==> src/rtl/counter_ctrl_pkg.sv <==
// Shared definitions for the run/pause/clear counter controller:
// FSM state encoding, BCD digit width and small elaboration-time helpers.
package counter_ctrl_pkg;

  // Width of one BCD digit on the display bus.
  localparam int DIGIT_W = 4;

  // Width of the key-filter stability counter; covers DEB_CYCLES up to 15.
  localparam int DEB_CNT_W = 4;

  // FSM state codes. The codes are visible on the debug output, so they are
  // fixed explicitly rather than left to the tool.
  typedef enum logic [1:0] {
    IDLE    = 2'd0,
    RUN     = 2'd1,
    PAUSE   = 2'd2,
    ILLEGAL = 2'd3
  } state_t;

  // Divider register width: enough bits to hold 0..tick_div-1, never below 1.
  function automatic int div_width(input int tick_div);
    int w;
    w = $clog2(tick_div);
    return (w < 1) ? 1 : w;
  endfunction

  // Tens digit of a decimal count (terminal count split for the BCD compare).
  function automatic logic [DIGIT_W-1:0] bcd_tens(input int value);
    return DIGIT_W'((value / 10) % 10);
  endfunction

  // Ones digit of a decimal count.
  function automatic logic [DIGIT_W-1:0] bcd_ones(input int value);
    return DIGIT_W'(value % 10);
  endfunction

endpackage : counter_ctrl_pkg

==> src/rtl/counter_ctrl_key_filter.sv <==
// Raw push-key conditioner: 2-FF synchroniser, consecutive-disagreement
// stability counter, and a one-clock press pulse on the filtered rising edge.
// Release is filtered the same way but produces no event.
module key_filter
  import counter_ctrl_pkg::*;
#(
  parameter int DEB_CYCLES = 3
) (
  input  logic clk,
  input  logic rst_n,
  input  logic raw,
  output logic press
);

  // Last count value before the filtered level flips.
  localparam logic [DEB_CNT_W-1:0] CNT_LAST = DEB_CNT_W'(DEB_CYCLES - 1);

  logic                 sync1;
  logic                 sync2;
  logic                 filtered;
  logic                 filtered_d;
  logic [DEB_CNT_W-1:0] stab_cnt;

  // Synchronise the raw key and track how long it has disagreed with the
  // filtered level; flip the level once the disagreement has lasted
  // DEB_CYCLES consecutive edges. Any agreeing sample restarts the count.
  always_ff @(posedge clk) begin
    if (!rst_n) begin
      sync1      <= 1'b0;
      sync2      <= 1'b0;
      filtered   <= 1'b0;
      filtered_d <= 1'b0;
      stab_cnt   <= '0;
    end else begin
      sync1      <= raw;
      sync2      <= sync1;
      filtered_d <= filtered;
      if (sync2 != filtered) begin
        if (stab_cnt == CNT_LAST) begin
          filtered <= ~filtered;
          stab_cnt <= '0;
        end else begin
          stab_cnt <= stab_cnt + DEB_CNT_W'(1);
        end
      end else begin
        stab_cnt <= '0;
      end
    end
  end

  // One clock wide: high only in the cycle right after the level rose.
  assign press = filtered & ~filtered_d;

endmodule : key_filter

==> src/rtl/counter_ctrl.sv <==
// Run/pause/clear controller for the 0..MAX_COUNT BCD counter. Two filtered
// keys drive a three-state FSM (IDLE/RUN/PAUSE); while in RUN a divider
// produces one count step every TICK_DIV clocks. All outputs are registered.
module counter_ctrl
  import counter_ctrl_pkg::*;
#(
  parameter int DEB_CYCLES = 3,
  parameter int TICK_DIV   = 100,
  parameter int MAX_COUNT  = 19
) (
  input  logic               clk,
  input  logic               rst_n,
  input  logic               key_run,
  input  logic               key_clr,
  output logic [DIGIT_W-1:0] cnt_ones,
  output logic [DIGIT_W-1:0] cnt_tens,
  output logic               running,
  output logic               wrap,
  output logic [1:0]         state
);

  localparam int                 DIV_W    = div_width(TICK_DIV);
  localparam logic [DIV_W-1:0]   DIV_LAST = DIV_W'(TICK_DIV - 1);
  localparam logic [DIGIT_W-1:0] MAX_ONES = bcd_ones(MAX_COUNT);
  localparam logic [DIGIT_W-1:0] MAX_TENS = bcd_tens(MAX_COUNT);

  logic run_press;
  logic clr_press;

  state_t             cur_state;
  state_t             nxt_state;
  logic [DIV_W-1:0]   div_q;
  logic [DIV_W-1:0]   div_d;
  logic [DIGIT_W-1:0] ones_q;
  logic [DIGIT_W-1:0] ones_d;
  logic [DIGIT_W-1:0] tens_q;
  logic [DIGIT_W-1:0] tens_d;
  logic               wrap_q;
  logic               wrap_d;
  logic               running_q;

  key_filter #(
    .DEB_CYCLES (DEB_CYCLES)
  ) u_run_filter (
    .clk   (clk),
    .rst_n (rst_n),
    .raw   (key_run),
    .press (run_press)
  );

  key_filter #(
    .DEB_CYCLES (DEB_CYCLES)
  ) u_clr_filter (
    .clk   (clk),
    .rst_n (rst_n),
    .raw   (key_clr),
    .press (clr_press)
  );

  // State, divider, count and registered flags; reset overrides everything.
  always_ff @(posedge clk) begin
    if (!rst_n) begin
      cur_state <= IDLE;
      div_q     <= '0;
      ones_q    <= '0;
      tens_q    <= '0;
      wrap_q    <= 1'b0;
      running_q <= 1'b0;
    end else begin
      cur_state <= nxt_state;
      div_q     <= div_d;
      ones_q    <= ones_d;
      tens_q    <= tens_d;
      wrap_q    <= wrap_d;
      running_q <= (nxt_state == RUN);
    end
  end

  // Next-state, divider and BCD count. A run press in RUN pauses without
  // stepping; a clear press is applied last so it beats a run press or a
  // tick landing on the same edge, and it suppresses the wrap pulse.
  always_comb begin
    nxt_state = cur_state;
    div_d     = div_q;
    ones_d    = ones_q;
    tens_d    = tens_q;
    wrap_d    = 1'b0;

    unique case (cur_state)
      IDLE: begin
        if (run_press) begin
          nxt_state = RUN;
          div_d     = '0;
        end
      end
      RUN: begin
        if (run_press) begin
          nxt_state = PAUSE;
        end else if (div_q == DIV_LAST) begin
          div_d = '0;
          if ((ones_q == MAX_ONES) && (tens_q == MAX_TENS)) begin
            ones_d = '0;
            tens_d = '0;
            wrap_d = 1'b1;
          end else if (ones_q == DIGIT_W'(9)) begin
            ones_d = '0;
            tens_d = tens_q + DIGIT_W'(1);
          end else begin
            ones_d = ones_q + DIGIT_W'(1);
          end
        end else begin
          div_d = div_q + DIV_W'(1);
        end
      end
      PAUSE: begin
        if (run_press) begin
          nxt_state = RUN;
        end
      end
      default: begin
        // Unreachable code: recover to a known idle condition.
        nxt_state = IDLE;
        div_d     = '0;
        ones_d    = '0;
        tens_d    = '0;
      end
    endcase

    if (clr_press) begin
      nxt_state = IDLE;
      div_d     = '0;
      ones_d    = '0;
      tens_d    = '0;
      wrap_d    = 1'b0;
    end
  end

  assign cnt_ones = ones_q;
  assign cnt_tens = tens_q;
  assign wrap     = wrap_q;
  assign running  = running_q;
  assign state    = cur_state;

endmodule : counter_ctrl

==> config.mk <==
export PLATFORM = sky130hd
export DESIGN_NAME = counter_ctrl
export DESIGN_NICKNAME = d
export VERILOG_FILES = /design/src/rtl/counter_ctrl_pkg.sv /design/src/rtl/counter_ctrl_key_filter.sv /design/src/rtl/counter_ctrl.sv
export SDC_FILE = /design/constraint.sdc
export NUM_CORES = 1
export LEC_CHECK = 0
export ABC_AREA = 0
export CORE_UTILIZATION = 55
export CTS_CLUSTER_SIZE = 25
export DETAILED_ROUTE_END_ITERATION = 6
export HOLD_SLACK_MARGIN = 0.1
export PLACE_DENSITY = 0.83
export SYNTH_ARGS = -nofsm -noshare
export SYNTH_HDL_FRONTEND = slang
export SYNTH_SLANG_ARGS = --single-unit
==> constraint.sdc <==
create_clock -name clk -period 1.95 [get_ports clk]
set_input_delay 0.39 -clock clk [delete_from_list [all_inputs] [get_ports clk]]
set_output_delay 0.39 -clock clk [all_outputs]
set_load 0.02 [all_outputs]
==> summary.md <==
| Metric | Value |
|---|---|
| R2r setup slk | 190 ps |
| Slowest-stage cell, CP | clkdlybuf4s50_1 |
| Clk pwr share | 33.7% |
| Synth Area in Simple Gates | between 20 and 30% |
| Hold path endpoint | u_run_filter.sync2 |
| RSZ-0062 raised after global routing | false |
| GPL Wtd Cong | around 0.86 |
| Rows | 19 |
| Final Core Density | between 60% and 70% |
| PwrDens | ~630 nW/um^2 |
| Synthesized area | between 1500 and 2000 um^2 |
| First-pass GRT wire length | between 5000 and 6000 um |
| Syn nets | approximately 190 |
| Sequential share of power | between 60% and 70% |
| Commonest cells after routing, fill and taps aside | dfxtp_1 (34), nor2_1 (18), nand2_1 (15), clkdlybuf4s50_1 (15), nand3_1 (13) |
| Gate power share | 4.0% |
| Xor and xnor area share after synthesis | between 4 and 5% |
| HP Class | register to register |
| Max Cap Viol | 0 |
| 1st-iter DRT viols | 35 |
| Design Power | roughly 1.2 mW |
| Worst R2R Start | div_q[0] |
| Min Tclk post-route | 1876 ps |
| Largest net degree at the start of global routing | 15 |
| Vias in the first global route | about 1200 |
| Synth Register Bits | 35 |
| DRC errors left | 0 |
| Seq/Total Area, Yosys | between 40% and 50% |
| CP required | about 1600 ps |
| Final clock skew | 9.204 ps |
| HPWL after detailed placement | roughly 2300 um |
| PortBufs | 15 |
| Reg2reg end | cnt_tens[0] |
| Routed len/inst | around 13 um |
| Share of the synthesized area in the top cell type | ~44% |
| P_int | approximately 880 uW |
| Ys Warns | 0 |
| Area contributors post-synth | dfxtp_1 (44%), ha_1 (7.1%), nor2_1 (4.3%), nand3_1 (4.1%), a21oi_1 (3.8%) |
| Die footprint | 3106 um^2 |
| CTS Sinks | 35 |
| Number of vias per cell | around 5.8 |
| Post-synthesis compound-gate area fraction | 12.14% |
| CP Launch Type | register |
| Post-synthesis cell type count | 35 |
| Top delay family on crit path | buffers and inverters |
| CTS clock-pin slew for the worst setup and hold paths | roughly 110 ps |
| Worst Path Arrival | 1490 ps |
| Initial Utilization | about three fifths |
| FF-to-FF path depth | 5 |
| Critical path's largest stage delay | 650 ps |
| Core area | ~2700 um^2 |
| Maximum clock frequency | approximately 530 MHz |
| Slew HR | about two thirds |
| Clock Latency Late Sink | 340 ps |
| Leading cell type in the layout, fill and taps excluded | dfxtp_1 |
| TritonRoute pass-1 iters | 4 |
| H-tree depth | 2 |
| Critical path cell sequence | clkdlybuf4s50_1 |
| DRT Wirelength | roughly 3200 um |
| Layout Nets | between 200 and 250 |
| Die height | 55.73 um |
| Antenna cell count | 0 |
| Synth area leader | dfxtp_1 |
| Mux contribution to synthesized area | under 10% |
| Leak | about 0.65 nW |
| DRT antenna net count | 0 |
| Hold Slack | around 440 ps |
| Final worst path period share | 96.22% |
| # IOs | 16 |
| Synth Instances | ~180 |
| Outcome | finished, final reports clean |
| Area Growth Syn to Fin | 16.08% |
| NetSw | roughly 290 uW |
| Final Hold Vio Count | 0 |
| Remaining Overflow, GRT | 0 |
| Worst-margin pin slew | about 510 ps |
| Final Setup Violations | 0 |
| Num CTS Buffers | 5 |
| Fill count | approximately 210 |
| Max Slew Vio Count | 0 |
| Total number of vias | 1355 |
| Net Sw Frac | roughly a quarter |
| Initial antenna violation count | 0 |
| Largest family of logic cells by synthesized area | simple AND/OR/NAND/NOR gates |
| Post-Synth Adder-Cell Area | under 10% |
| Clock Path Buffers | 2 |
| Peak VDD IR | ~0.60 mV |
| Die Span X | between 50 and 60 um |
| CP Buf/Inv Count | 1 |
| Setup_tns | 0 ps |
| Worst Hold Depth | 1 |
| Setup CP Type | register to output pin |
| WP depth | 1 |
| GRT Total Usage | about 22% |
| Clock root buffer | clkbuf_4 |
| Fraction of layout cells with a size suffix above 1 | around 7.4% |
| CP endpoint kind | output pin |
| HP Start | u_run_filter.sync1 |
| Syn_area_per_cell | 8.772 um^2 |
| CTS tree | yes |
| Crit-path max FO | 14 |
==> layout make-up <==
class                      count  area (um^2)  share of cell area, %
clock buffer                   5        37.54                  2.037
clock inverter                 3        20.02                  1.086
inverter                       7        26.28                  1.426
multi-input combinational    135        845.8                  45.89
sequential                    35        701.9                  38.09
tap                           31        38.79                  2.105
timing repair buffer          18        172.7                  9.369
==> synth_stat cells <==
master,instances
mux2i_1,2
o21ai_1,1
inv_1,7
ha_1,9
nand2b_1,6
or2_1,1
nor4_1,2
nand4_1,5
clkbuf_1,4
a211oi_1,2
a31oi_1,4
and3b_1,1
xor2_1,5
nand3b_1,1
nor3b_1,2
nor2b_1,2
or3_1,4
xnor2_1,4
nor2_1,18
o211ai_1,1
a2111o_1,1
and2_0,1
a41o_2,1
dfxtp_1,35
and2_2,1
o21ai_0,7
a21oi_1,12
nand3_1,13
a41oi_1,1
o21a_1,1
nor4b_4,1
and2_1,7
nor3_1,3
o22ai_1,1
nand2_1,15
==> metal layers <==
metal / share of wire (%) / up-vias / track usage [%]
li1: - / 675 / -
met1: 43 / 623 / 26.19
met2: 49 / 43 / 36.66
met3: 4.0 / 14 / 5.116
met4: 3.8 / 0 / 13.93
met5: 0 / - / 0
==> kinds of logic (layout without fill, tap and decap cells) <==
group / Yosys count / in the layout
XOR/XNOR: 9 / 9
buffers and inverters: 11 / 33
AO/OA/AOI/OAI: 32 / 32
flip-flops: 35 / 35
adder cells (fa/ha/maj): 9 / 9
multiplexers: 2 / 2
AND/OR/NAND/NOR: 83 / 83
==> state kept, by name (all words and copies together), names as in the netlist, 2 cells and up <==
register / count
u_run_filter.stab_cnt: 4
cnt_tens: 4
cnt_ones: 4
u_clr_filter.stab_cnt: 4
div_q: 7
state: 2
==> repair_timing <==
item,CTS,global route
buffers inserted,0,0
endpoints found under the hold margin,0,0
gates resized for setup,1,0
setup endpoints to repair,1,0
hold buffers,0,0
==> how the worst max path moves through the flow <==
stage,to,start,slack (ps)
after floorplan,cnt_tens[3],div_q[0],430
after global placement,cnt_ones[1],rst_n,280
after detailed placement,cnt_ones[1],rst_n,190
after CTS,state[0],state[0],80
after global routing,state[0],state[0],30
final,state[0],state[0],70
==> power by group through the flow <==
stage	sequential [mW]	clock, mW	combinational [mW]
final	0.729	0.394	0.0463
after detailed placement	0.745	0	0.0458
after global placement	0.745	0	0.0443
after floorplan	0.748	0	0.0205
after global routing	0.731	0.429	0.0523
after CTS	0.729	0.401	0.0463
==> stage by stage <==
stage / setup slack (ps) / cell area (um^2) / cells
2_1_floorplan: 426.2 / 1588 / 181
3_3_place_gp: 275.7 / 1784 / 226
3_5_place_dp: 189.5 / 1784 / 226
4_1_cts: 84.46 / 1843 / 234
5_1_grt: 31.44 / 1843 / 234
6_report: 73.73 / 1843 / 234
(Power assumes the default switching activity.)
